File: config.mk
export PLATFORM = sky130hd
export DESIGN_NAME = xregf_host
export DESIGN_NICKNAME = d
export VERILOG_FILES = /design/src/rtl/xregf_host_pkg.sv /design/src/rtl/xregf_host.sv
export SDC_FILE = /design/constraint.sdc
export NUM_CORES = 1
export LEC_CHECK = 0
export BUFFER_PORTS_ARGS = -buffer_cell sky130_fd_sc_hd__buf_2
export CORE_MARGIN = 4
export CORE_UTILIZATION = 54
export CTS_BUF_LIST = sky130_fd_sc_hd__clkbuf_16
export DETAILED_ROUTE_END_ITERATION = 10
export GPL_TIMING_DRIVEN = 0
export HOLD_SLACK_MARGIN = 0.12
export PLACE_DENSITY = 0.85
export SLEW_MARGIN = 20
export SYNTH_ARGS = -nofsm -noshare
export SYNTH_HDL_FRONTEND = slang
export SYNTH_SLANG_ARGS = --single-unit
File: constraint.sdc
create_clock -name clk -period 5.2 [get_ports clk]
set_input_delay 0.52 -clock clk [delete_from_list [all_inputs] [get_ports clk]]
set_output_delay 0.52 -clock clk [all_outputs]
set_load 0.1 [all_outputs]
File: src/rtl/xregf_host_pkg.sv
// Shared definitions for the xregf_host register-file sequencer:
// session state encoding and default geometry/watchdog constants.
package xregf_host_pkg;

  localparam int unsigned DEF_DATA_W  = 32;
  localparam int unsigned DEF_ADDR_W  = 4;
  localparam int unsigned DEF_CNT_W   = 32;
  localparam int unsigned DEF_TIMEOUT = 32'd1 << 20;

  typedef enum logic [2:0] {
    IDLE   = 3'd0,
    LOAD   = 3'd1,
    WRST   = 3'd2,
    RUN    = 3'd3,
    DUMP_A = 3'd4,
    DUMP_C = 3'd5,
    DUMP_O = 3'd6,
    DONE   = 3'd7
  } state_t;

endpackage

File: src/rtl/xregf_host.sv
// Load/run/dump sequencer for the xtop parallel register-file port: preloads
// every register, runs the core until trap or watchdog, then streams the file out.
module xregf_host
  import xregf_host_pkg::*;
#(
  parameter int unsigned DATA_W  = DEF_DATA_W,
  parameter int unsigned ADDR_W  = DEF_ADDR_W,
  parameter int unsigned CNT_W   = DEF_CNT_W,
  parameter int unsigned TIMEOUT = DEF_TIMEOUT
) (
  input  logic              clk,
  input  logic              rst,
  input  logic              start,
  input  logic [DATA_W-1:0] in_data,
  input  logic              in_valid,
  output logic              in_ready,
  output logic              core_rst,
  input  logic              trap,
  output logic [ADDR_W-1:0] par_addr,
  output logic              par_we,
  output logic [DATA_W-1:0] par_in,
  input  logic [DATA_W-1:0] par_out,
  output logic [DATA_W-1:0] out_data,
  output logic              out_valid,
  input  logic              out_ready,
  output logic              busy,
  output logic              done,
  output logic              timeout,
  output logic [CNT_W-1:0]  cycles
);

  localparam logic [ADDR_W-1:0] LAST_IDX = '1;
  localparam logic [CNT_W-1:0]  CNT_MAX  = '1;
  localparam logic [CNT_W:0]    TO_LIM   = (CNT_W+1)'(TIMEOUT);

  state_t            state_q, state_d;
  logic [ADDR_W-1:0] idx_q, idx_d;
  logic [ADDR_W-1:0] par_addr_q, par_addr_d;
  logic              par_we_q, par_we_d;
  logic [DATA_W-1:0] par_in_q, par_in_d;
  logic [DATA_W-1:0] out_data_q, out_data_d;
  logic              out_valid_q, out_valid_d;
  logic              core_rst_q, core_rst_d;
  logic              busy_q, busy_d;
  logic              done_q, done_d;
  logic              timeout_q, timeout_d;
  logic [CNT_W-1:0]  cycles_q, cycles_d;

  always_ff @(posedge clk) begin
    if (rst) begin
      state_q     <= IDLE;
      idx_q       <= '0;
      par_addr_q  <= '0;
      par_we_q    <= 1'b0;
      par_in_q    <= '0;
      out_data_q  <= '0;
      out_valid_q <= 1'b0;
      core_rst_q  <= 1'b1;
      busy_q      <= 1'b0;
      done_q      <= 1'b0;
      timeout_q   <= 1'b0;
      cycles_q    <= '0;
    end else begin
      state_q     <= state_d;
      idx_q       <= idx_d;
      par_addr_q  <= par_addr_d;
      par_we_q    <= par_we_d;
      par_in_q    <= par_in_d;
      out_data_q  <= out_data_d;
      out_valid_q <= out_valid_d;
      core_rst_q  <= core_rst_d;
      busy_q      <= busy_d;
      done_q      <= done_d;
      timeout_q   <= timeout_d;
      cycles_q    <= cycles_d;
    end
  end

  always_comb begin
    state_d     = state_q;
    idx_d       = idx_q;
    par_addr_d  = par_addr_q;
    par_we_d    = 1'b0;
    par_in_d    = par_in_q;
    out_data_d  = out_data_q;
    out_valid_d = out_valid_q;
    timeout_d   = timeout_q;
    cycles_d    = cycles_q;

    case (state_q)
      IDLE, DONE: begin
        if (start) begin
          state_d   = LOAD;
          idx_d     = '0;
          timeout_d = 1'b0;
          cycles_d  = '0;
        end
      end
      LOAD: begin
        if (in_valid) begin
          par_we_d   = 1'b1;
          par_addr_d = idx_q;
          par_in_d   = in_data;
          idx_d      = idx_q + 1'b1;
          if (idx_q == LAST_IDX) state_d = WRST;
        end
      end
      WRST: begin
        idx_d   = '0;
        state_d = RUN;
      end
      RUN: begin
        if (trap) begin
          state_d = DUMP_A;
        end else begin
          if (cycles_q != CNT_MAX) cycles_d = cycles_q + 1'b1;
          // Watchdog compares the post-increment count so expiry lands on TIMEOUT exactly.
          if ({1'b0, cycles_d} >= TO_LIM) begin
            timeout_d = 1'b1;
            state_d   = DUMP_A;
          end
        end
      end
      DUMP_A: state_d = DUMP_C;
      DUMP_C: begin
        out_data_d  = par_out;
        out_valid_d = 1'b1;
        state_d     = DUMP_O;
      end
      DUMP_O: begin
        if (out_ready) begin
          out_valid_d = 1'b0;
          if (idx_q == LAST_IDX) begin
            state_d = DONE;
          end else begin
            idx_d   = idx_q + 1'b1;
            state_d = DUMP_A;
          end
        end
      end
      default: state_d = IDLE;
    endcase

    // Address is presented on entry to DUMP_A so par_out is valid during DUMP_C.
    if (state_d == DUMP_A) par_addr_d = idx_d;

    core_rst_d = (state_d != RUN);
    busy_d     = (state_d != IDLE) && (state_d != DONE);
    done_d     = (state_d == DONE);
  end

  assign in_ready  = (state_q == LOAD);
  assign core_rst  = core_rst_q;
  assign par_addr  = par_addr_q;
  assign par_we    = par_we_q;
  assign par_in    = par_in_q;
  assign out_data  = out_data_q;
  assign out_valid = out_valid_q;
  assign busy      = busy_q;
  assign done      = done_q;
  assign timeout   = timeout_q;
  assign cycles    = cycles_q;

endmodule

# Word-level counts from Yosys, hierarchy flattened
# Index checks and enable logic that the tools add are counted.
# word_totals
elab_cells	76
mem_count	0
output_inout_bits	107
latchBits	0
register_bits	113
mem_bits_rw	0
romBits	0
in_bits	70
# op_classes
reduce_logical	14
order_cmp	1
multipliers	0
n_eq_ne	17
n_addsub	2
n_shift	0
div_mod_pow	0
n_bitwise	1
n_mux	29
# op_table
operator	count
$mux 32	5
$pmux 32 s2	1
$add 32x1->32 const B	1
$ge 32x21->1 const B	1
$ne 32x32->1 const B	1
$mux 4	7
$pmux 3 s7	1
$eq 3x3->1 const B	6
$mux 3	6
$pmux 4 s4	1
$ne 2x2->1 const B	4
$reduce_bool 2->1	4
$eq 3x2->1 const B	2
$reduce_and 2->1	3
$mux 1	5
$add 4x1->4 const B	1
$eq 4x4->1 const B	1
$pmux 1 s2	2
$reduce_and 4->1	1
$reduce_or 2->1	2
$eq 3x1->1 const B	1
$logic_not 3->1	1
$ne 3x2->1 const B	1
$ne 3x3->1 const B	1
5 further kinds	5

# Depth between registers and ports, before layout
# Gate-level depths: netlist of run 1.
# depth
word_depth	11
ltp_mapped	11
ltp_nobuf	9

# Least setup slack after synthesis of run 1
# No wires, ideal clock.
# synth_timing
kind	register to register
from	register state_q[0]
to	register par_addr_q[0], in the netlist par_addr[0]
synth_period_minus_slack_ns	4.192
arrival_time_ns	4.071
slack_ns	1.008
stages_incl_launch_ff	9
t_required_ns	5.079
path_buffers	0
setup_time_ns	0.121
cell_sequence	dfxtp_1 nor3b_1 nand2_1 nor2_1 a31oi_1 o21ai_0 or4_2 a31o_4 mux2_4
# synth_between
word_cells_on_any_way	22
cone_classes	eq/ne: 8; mux: 9; reduce/logical: 5
# synth_lines
item	line	rtl
start: declaration	xregf_host.sv:36	state_t state_q, state_d;
start signal: assignment	xregf_host.sv:64	state_q <= state_d;
$eq 3x1->1 *	n/a	
net in_ready	xregf_host.sv:16	output logic in_ready,
$pmux 3 s7	xregf_host.sv:90	case (state_q)
$eq 3x3->1	xregf_host.sv:145	if (state_d == DUMP_A) par_addr_d = idx_d;
$reduce_bool 2->1 (no source line)	n/a	
$reduce_and 2->1 (no source line)	n/a	
end signal: assignment	xregf_host.sv:66	par_addr_q <= par_addr_d;
end: declaration	xregf_host.sv:38	logic [ADDR_W-1:0] par_addr_q, par_addr_d;
# Mark *: on every way through the listed nets, which the timed path passes. The rest lies on a longest branch.
# A chain may end at the register's enable or synchronous reset.

# Worst setup path after layout of run 1
# layout_timing
from	register cycles_q[26], in the netlist cycles[26]
to	register par_addr_q[2], in the netlist par_addr[2]
# layout_between
elab_chain_len	11
word_cells_on_any_way	14
cone_classes	add/sub: 1; order compare: 1; eq/ne: 2; mux: 7; reduce/logical: 3
# layout_rtl
item	line	rtl
start: declaration	xregf_host.sv:47	logic [CNT_W-1:0] cycles_q, cycles_d;
start signal: assignment	xregf_host.sv:75	cycles_q <= cycles_d;
$add 32x1->32 or $ne 32x32->1 (tied branches)	xregf_host.sv:116	if (cycles_q != CNT_MAX) cycles_d = cycles_q + 1'b1;
$mux 32 *	xregf_host.sv:116	
$mux 32 *	xregf_host.sv:113	if (trap) begin
$mux 32 *	xregf_host.sv:90	
$ge 32x21->1 *	xregf_host.sv:118	if ({1'b0, cycles_d} >= TO_LIM) begin
$mux 3 *	xregf_host.sv:118	
$mux 3 *	xregf_host.sv:113	
$pmux 3 s7 *	xregf_host.sv:90	
$eq 3x3->1 *	xregf_host.sv:145	
$reduce_bool 2->1 (no source line)	n/a	
$reduce_and 2->1 (no source line)	n/a	
# Mark *: on every way between the ends. The rest lies on a longest branch, timed or not. The select of a mux whose other input is x is not followed.

==> results.toml, run 1 <==
[logic_synthesis]
async_reset_ff_share_pct = 0
ys_seq_area_share_pct = 43.3
synth_edf_count = 0
synth.distinct_cells = 66
synth_nets = 756
synthSimpleGateAreaFrac_pct = 28.2
synth.avg_cell_area_sq_um = 7.64
synth_xor_area_share_pct = 0.503
muxShareOfSynthArea_pct = 2.01
synth_ff_type = "dfxtp_1"
netlist_area_sq_um = 5230
postSynthCellCount = 684
synthAdderAreaFrac_pct = 0.479
synth-compound-area-share_pct = 20.8
synth_top_family_by_area = "simple AND/OR/NAND/NOR gates"
yosysWarnings = 0
synth-seq-cells = 113

[pwr]
powerDensity_nw_per_um2 = 323
ir_drop_mv = 0.287
power.leakage_nw = 2.81
power_w = 0.00221

[grt]
grt_util_met2_pct = 47.7
busiest_layer = "met2"
use_met1_pct = 36.6
grt_overflow = 0
grt_max_degree = 17
track_usage_pct = 29.3
antenna_found_initial = 1
grt_pass1_vias = 5501
grt_pass1_wl_microns = 26700
met3_usage_pct = 8.99

[clocking]
cts.htree.levels = 4
postCtsSetupRepairBufs = 0
ctsResizeCount = 0
tritoncts = "yes"
cts-buffers-inserted = 17
ctsRootBufferMaster = "clkbuf_16"
cts_sinks = 113
ctsHoldBuffers = 0
cts_max_path_buffers = 2
clk_pin_slew_ns = 0.06
clock_latency_ns = 0.41

[setup_path]
worst_r2r_path_depth = 9
cp-end-kind = "flop"
r2r-end = "par_addr[2]$_SDFFE_PP0P_"
cp-start-kind = "flop"
cp_slowest_cell = "or4_1"
cp.arrival_ns = 3.46
path_common_cell = "nand4_1"
cp.required_ns = 5.49
crit_path_start = "cycles[26]$_SDFFE_PP0P_"
endpoint = "par_addr[2]$_SDFFE_PP0P_"
worstSetupPathType = "reg -> reg"
rrSetupSlack_ns = 2.03
critPathMaxFanout = 10
rr_startpoint = "cycles[26]$_SDFFE_PP0P_"
slowest_delay_ns = 0.66
path_cells = "buf_2 -> nand4_1 -> or4_1 -> nor4b_1 -> xnor2_1 -> nand4_1 -> a21oi_2 -> a31o_4 -> mux2_4"

[drt]
wire_per_inst_microns = 16.5
drt_wl_total_microns = 16900
route.vias.total = 5831
vias_per_cell = 5.71
drc_errors = 0
ant_nets = 0
drt_pass1_iterations = 6
drt_iter0_drc = 553

[sta]
post-route-period-util_pct = 61.0
worst_pin_slew_ns = 0.984
relSlewSlack_pct = 33.9
setup_tns_ns = 0
max_freq_ghz = 0.315
slew_violations = 0
finalClockSkew_ns = 0.0103
setup_viol = 0
rsz0062_at_grt = "no"
finalHoldViolCount = 0
period_needed_ns = 3.17

[placed_design]
hpwl_microns = 12000
io_buffers = 175
gp_congestion = 0.954
dpl_cell_area_sq_um = 6260

[finish]
nets = 950
layout-drive-gt1-share_pct = 26.9
final_core_util_pct = 73.3
design_area_sq_um = 6840
area_growth_pct = 30.8

[floorplan]
die_w_microns = 106
core_area_sq_um = 9330
initial_core_util_pct = 56.0
die_area_sq_um = 11300
die_h_microns = 106
io_pins = 177
num_rows = 35

[run]
maxCapViolations = 0

[worst_hold_path]
min_path_type = "in -> reg"

[outcome]
status = "completed"
layout make-up:
cell class	instances	area (sq um)
inverter	9	33.8
clock buffer	17	425
buffer	45	211
multi-input combinational	517	2720
timing repair buffer	175	876
tap	129	161
fill	728	2490
antenna	1	2.50
clock inverter	15	145
sequential	113	2260
state kept, by name (all words and copies together) (netlist names), 3 cells and up:
| signal | cells |
|---|---|
| par_in | 32 |
| par_addr | 4 |
| out_data | 32 |
| idx_q | 4 |
| cycles | 32 |
| state_q | 3 |
Yosys cell counts (3+ instances only):
cell type | number | area share [%]
nand4_1 | 14 | 1.7
nand3b_1 | 4 | 0.57
a311oi_1 | 10 | 1.7
o21ai_0 | 31 | 3.0
nor3_1 | 16 | 1.5
a21oi_1 | 104 | 10
nand2_1 | 177 | 13
and2_1 | 4 | 0.48
and4_1 | 3 | 0.50
nor2_1 | 52 | 3.7
nor3b_1 | 4 | 0.57
buf_2 | 3 | 0.29
and3_1 | 6 | 0.72
inv_1 | 9 | 0.65
mux2i_1 | 3 | 0.57
nand3_2 | 3 | 0.57
a211oi_1 | 4 | 0.57
mux2_4 | 5 | 1.4
clkbuf_8 | 3 | 0.79
dfxtp_1 | 113 | 43
a31oi_1 | 12 | 1.4
nand3_1 | 15 | 1.4
clkbuf_1 | 35 | 2.5
cell usage in the layout, fill, tap and decap left out, types with 10 or more instances in the layout:
master     synthesis  routed
a21oi_1          104     104
clkbuf_16          0      17
inv_1              9      10
a311oi_1          10      10
nor3_1            16      16
nand4_1           14      14
a31oi_1           12      12
clkbuf_1          35      35
nor2_1            52      52
o21ai_0           31      31
nand2_1          177     177
dfxtp_1          113     113
nand3_1           15      15
buf_2              3     178
per-stage QoR:
| stage | setup WS, ns | instances | hold WS, ns |
|---|---|---|---|
| final | 2.03 | 1021 | 0.345 |
| after global placement | 2.20 | 988 | 0.439 |
| after global routing | 1.89 | 1021 | 0.344 |
| after CTS | 2.07 | 1020 | 0.330 |
| after floorplan | 1.01 | 684 | 0.494 |
| after detailed placement | 2.10 | 988 | 0.443 |
layer usage:
| layer | vias up | part of all wire [%] |
|---|---|---|
| li1 | 2781 | - |
| met1 | 2688 | 41 |
| met2 | 325 | 48 |
| met3 | 37 | 9.7 |
| met4 | 0 | 2.0 |
| met5 | - | 0 |
worst min path at each step:
stage | from | endpoint | cells past startpoint
floorplan | idx_q[2]$_SDFF_PP0_ | idx_q[2]$_SDFF_PP0_ | 2
global placement | par_in[13]$_SDFFE_PP0P_ | par_in[13]$_SDFFE_PP0P_ | 2
detailed placement | out_data[15]$_SDFFE_PP0P_ | out_data[15]$_SDFFE_PP0P_ | 2
CTS | rst | idx_q[3]$_SDFF_PP0_ | 2
global route | in_data[5] | par_in[5]$_SDFFE_PP0P_ | 3
finish | in_data[11] | par_in[11]$_SDFFE_PP0P_ | 3
logic make-up (layout without fill, tap and decap cells):
| kind of cell | count (synthesis) | count (layout) |
|---|---|---|
| and+or+nand+nor | 320 | 320 |
| AOI/OAI and AO/OA | 184 | 184 |
| DFF | 113 | 113 |
| buffers and inverters | 54 | 261 |
| muxes | 8 | 8 |
| xor gates and xnor gates | 3 | 3 |
| adders and majority gates | 2 | 2 |
| other | 0 | 1 |
power breakdown:
part / internal [W] / switching (W)
clock network: 0.000699 / 0.000421
registers: 0.000879 / 0.00000677
logic: 0.0000452 / 0.000155
critical path, delay by kind of cell, from the launching register on:
family,cells,cell delay [ns]
xor+xnor,1,0.29
simple gates,4,1.29
mux,1,0.31
flops,1,0.34
compound gates,2,0.61
buf+inv,1,0.20
Power figures use the tool's default switching activity.
==> run 2: changes to the inputs <==
- CORE_UTILIZATION: 54 -> 46
- PLACE_DENSITY: 0.85 -> 0.77
- clock period: 5.2 -> 2.6 ns (I/O delays scaled with it)
==> run 2 against run 1 <==
- clock power up 91%
- non-clock buffer count up 75
- combinational power up 140%
- sequential share of layout area down 2.9 points
==> results.toml, run 2 (synthesized netlist as in run 1, its figures left out) <==
[worst_hold_path]
min_path_type = "in -> reg"
min_from = "out_ready"

[sta]
rsz0062_at_grt = "yes"
post-route-period-util_pct = 97.6
slew_violations = 0
relSlewSlack_pct = 42.7
finalClockSkew_ns = 0.00983
max_freq_ghz = 0.394
period_needed_ns = 2.54
setup_viol = 0
finalHoldViolCount = 0
worst_pin_slew_ns = 0.860
setup_ws_ns = 0.0632

[outcome]
status = "completed"

[drt]
drt_iter0_drc = 441
drt_wl_total_microns = 18900
route.vias.total = 6224
drt_pass1_iterations = 5
vias_per_cell = 5.62
wire_per_inst_microns = 17.1
drc_errors = 0
ant_nets = 0

[grt]
grt_pass1_wl_microns = 29900
antenna_found_initial = 0
grt_max_degree = 17
track_usage_pct = 28.7
grt_pass1_vias = 6040
grt_overflow = 0

[setup_path]
critPathMaxFanout = 6
worstSetupPathType = "reg -> reg"
cp.required_ns = 2.89
crit_path_start = "cycles[4]$_SDFFE_PP0P_"
cp-end-kind = "flop"
rr_startpoint = "cycles[4]$_SDFFE_PP0P_"
cp-start-kind = "flop"
cp.arrival_ns = 2.83

[placed_design]
gp_congestion = 0.921
io_buffers = 175
placed_cells = 999
hpwl_microns = 11700
pre_cts_ws_ns = -0.184

[clocking]
clk_pin_slew_ns = 0.06
tritoncts = "yes"
cts_sinks = 113
cts.htree.levels = 4
cts-buffers-inserted = 17
clock_latency_ns = 0.41
cts_max_path_buffers = 2
ctsRootBufferMaster = "clkbuf_16"

[pwr]
ir_drop_mv = 0.640
powerDensity_nw_per_um2 = 557
power.leakage_nw = 3.21

[floorplan]
die_area_sq_um = 13100
num_rows = 38
die_h_microns = 115
io_pins = 177
die_w_microns = 115
core_area_sq_um = 11000
initial_core_util_pct = 47.6

[finish]
nFillCells = 853
area_growth_pct = 50.2
layout-drive-gt1-share_pct = 31.4
mostFrequentLayoutCells = "175 x nand2_1, 175 x buf_2, 104 x a21oi_1"
nets = 1025
final_cells = 1107

[run]
maxCapViolations = 0
==> run 2: final cells by class <==
| class | count | area (sq um) | share of cell area [%] |
|---|---|---|---|
| Timing Repair Buffer | 251 | 1610 | 20.5 |
| Multi-Input combinational cell | 517 | 2880 | 36.7 |
| Sequential cell | 113 | 2370 | 30.2 |
| Buffer | 44 | 235 | 3.00 |
| Antenna cell | 1 | 2.50 | 0.0319 |
| Inverter | 9 | 33.8 | 0.430 |
| Tap cell | 140 | 175 | 2.23 |
| Clock inverter | 15 | 121 | 1.55 |
| Clock buffer | 17 | 425 | 5.42 |
==> run 2: worst paths after layout <==
kind / end / slack, ns / cells after the start
worst max register to register: par_addr[3]$_SDFFE_PP0P_ / 0.06 / 9
worst min-delay path: out_valid$_SDFFE_PP0P_ / 0.20 / 4
worst max-delay path: par_addr[3]$_SDFFE_PP0P_ / 0.06 / 9
worst min register to register: par_in[1]$_SDFFE_PP0P_ / 0.45 / 2
==> run 2: timing repair <==
item / CTS / global route
gates cloned: 0 / 0
pin swaps: 3 / 8
hold buffers: 65 / 0
setup endpoints to repair: 19 / 25
buffers inserted: 4 / 7
resized for setup: 7 / 21
hold endpoints to repair: 66 / 0
==> run 2: critical path: stages (launching register included) <==
cell and delay, ns:
dfxtp_4 0.38, nand3_2 0.14, nor4_4 0.28, buf_4 0.19, nand3_1 0.12, or2_1 0.29, o211a_1 0.23, o22a_4 0.21
a31o_4 0.27, mux2_4 0.30
==> run 2: routing by layer <==
layer	GRT usage, %	routed length (microns)	vias to the layer above
li1	-	-	2944
met1	33.8	7210	2875
met2	46.7	9300	322
met3	7.77	1580	83
met4	16.5	829	0
met5	0	0	-
==> run 2: stage by stage <==
stage / util (%) / cell area [sq um] / TNS [ns] / power, W / hold slack (ns)
after floorplan: - / 5410 / -0.277 / 0.00206 / 0.340
after global placement: 58.8 / 6460 / -1.16 / 0.00217 / 0.439
after detailed placement: 58.8 / 6460 / -1.74 / 0.00217 / 0.443
after CTS: 70.4 / 7730 / 0 / 0.00437 / 0.188
after global routing: 71.5 / 7850 / -0.0371 / 0.00450 / 0.226
final: 71.5 / 7850 / 0 / 0.00437 / 0.198
==> run 2: power breakdown <==
| group | switching (W) | internal [W] |
|---|---|---|
| logic | 0.000331 | 0.000156 |
| registers | 0.0000135 | 0.00173 |
| clock network | 0.000840 | 0.00130 |
| total | 0.00118 | 0.00319 |
==> run 3: changes to the inputs <==
- BUFFER_PORTS_ARGS: -buffer_cell sky130_fd_sc_hd__buf_2 -> -buffer_cell sky130_fd_sc_hd__clkbuf_2
==> run 3 against run 2 <==
- the flow now finishes with violations (setup timing)
- critical path depth rose by 1
- die area unchanged
- worst setup slack worse by 0.068 ns
- sequential cell count did not move
- first-iteration DRC count rose by 16%
- sequential share of layout area fell by 0.24 points
- critical endpoint is now par_addr[0]$_SDFFE_PP0P_
- highest routed layer unchanged
==> results.toml, run 3 (synthesized netlist as in run 1, its figures left out) <==
[pwr]
seqPwrFrac_pct = 38.9
intPower_w = 0.00326
power.switching_fraction_pct = 27.3
ir_drop_mv = 0.528
powerDensity_nw_per_um2 = 567
p_sw_w = 0.00123
power.leakage_nw = 3.17
p_comb_share_pct = 10.8
p_clk_share_pct = 50.4

[drt]
route.vias.total = 6153
drt_pass1_iterations = 5
drt_iter0_drc = 510
drt_wl_total_microns = 18600
wire_per_inst_microns = 16.8
ant_nets = 0
drc_errors = 0
vias_per_cell = 5.54

[floorplan]
num_rows = 38
io_pins = 177
die_h_microns = 115
die_w_microns = 115
initial_core_util_pct = 47.6
die_area_sq_um = 13100
core_area_sq_um = 11000

[outcome]
violations = "setup timing"
status = "complete, but fails checks"

[sta]
finalClockSkew_ns = 0.00533
relSlewSlack_pct = 37.1
post-route-period-util_pct = 100
period_needed_ns = 2.60
finalHoldViolCount = 0
rsz0062_at_grt = "yes"
setup_viol = 3
slew_violations = 0
max_freq_ghz = 0.384
worst_pin_slew_ns = 0.943
setup_ws_ns = -0.00457

[clocking]
cts_sinks = 113
tritoncts = "yes"
ctsRootBufferMaster = "clkbuf_16"
cts_max_path_buffers = 2
cts-buffers-inserted = 17
clock_latency_ns = 0.42
cts.htree.levels = 4
clk_pin_slew_ns = 0.05

[grt]
grt_pass1_vias = 6072
antenna_found_initial = 0
grt_max_degree = 17
grt_pass1_wl_microns = 29600
track_usage_pct = 28.3
grt_overflow = 0

[setup_path]
cp.arrival_ns = 2.91
cp-end-kind = "flop"
cp.required_ns = 2.91
critPathMaxFanout = 5
worstSetupPathType = "reg -> reg"
cp-start-kind = "flop"

[finish]
n_antenna_cell = 0
final_cells = 1110
area_growth_pct = 51.4
layout-drive-gt1-share_pct = 31.8
mostFrequentLayoutCell = "clkbuf_2"
nFillCells = 807
nets = 1029
mostFrequentLayoutCells = "177 x clkbuf_2, 175 x nand2_1, 104 x a21oi_1"

[placed_design]
io_buffers = 175
gp_congestion = 0.938
hpwl_microns = 11900
placed_cells = 999
pre_cts_ws_ns = -0.166

[run]
maxCapViolations = 0

[worst_hold_path]
min_path_type = "in -> reg"
==> run 3: cell count changes in the layout (fill, tap and decap cells not counted), sizes merged <==
cell      before  now
diode          1    0
clkbuf        54  232
buf          193   20
clkinv         7    4
inv           12   16
clkinvlp       4    2
==> run 3: stage by stage <==
step | hold slack, ns | setup TNS [ns] | cell area, sq um | total power (W) | utilization (%)
finish | 0.172 | -0.0113 | 7920 | 0.00449 | 72.1
global route | 0.220 | -0.180 | 7920 | 0.00462 | 72.1
CTS | 0.163 | 0 | 7760 | 0.00450 | 70.7
detailed placement | 0.446 | -0.685 | 6460 | 0.00217 | 58.8
global placement | 0.441 | -1.24 | 6460 | 0.00217 | 58.8
floorplan | 0.340 | -0.277 | 5410 | 0.00206 | -
==> run 3: timing repair <==
action / in CTS / in global routing
gates resized for setup: 7 / 18
hold buffers: 65 / 0
cloned: 0 / 1
hold endpoints to repair: 66 / 0
setup buffers: 4 / 11
setup endpoints to repair: 12 / 23
pin swaps: 3 / 15
==> run 3: layout make-up <==
class                           instances  area, sq um  area share [%]
Inverter                                9         33.8           0.427
Timing Repair Buffer                  256         1660            21.0
Sequential cell                       113         2370            29.9
Multi-Input combinational cell        517         2880            36.4
Buffer                                 43          218            2.75
Clock inverter                         14          125            1.58
Tap cell                              140          175            2.21
Clock buffer                           18          450            5.69
==> run 3: final timing paths <==
kind	start	endpoint	slack (ns)	depth (start not counted)
max	cycles[1]$_SDFFE_PP0P_	par_addr[0]$_SDFFE_PP0P_	-0.005	10
min	out_ready	out_valid$_SDFFE_PP0P_	0.17	4
max reg2reg	cycles[1]$_SDFFE_PP0P_	par_addr[0]$_SDFFE_PP0P_	-0.005	10
min reg2reg	par_in[30]$_SDFFE_PP0P_	par_in[30]$_SDFFE_PP0P_	0.45	2
==> run 3: per-layer routing <==
layer	vias to the layer above	GRT usage (%)	wire, microns
met2	308	46.3	9070
met3	69	9.36	1610
li1	2948	-	-
met4	0	15.1	794
met1	2828	32.6	7130
met5	-	0	0
==> run 3: critical path, cell delays in order, from the launching register on <==
cell and delay (ns):
dfxtp_4 0.38, ha_4 0.15, and4_4 0.21, and2b_2 0.17, buf_8 0.12, nand4_1 0.28
nor3_4 0.31, o211a_1 0.19, o22a_4 0.17, a31o_4 0.21, mux2_4 0.30
==> run 3: power groups by stage <==
stage / sequential [W] / combinational (W) / clock (W)
global route: 0.00175 / 0.000513 / 0.00237
global placement: 0.00178 / 0.000392 / 0
finish: 0.00174 / 0.000484 / 0.00226
detailed placement: 0.00178 / 0.000393 / 0
CTS: 0.00174 / 0.000472 / 0.00228
floorplan: 0.00195 / 0.000113 / 0
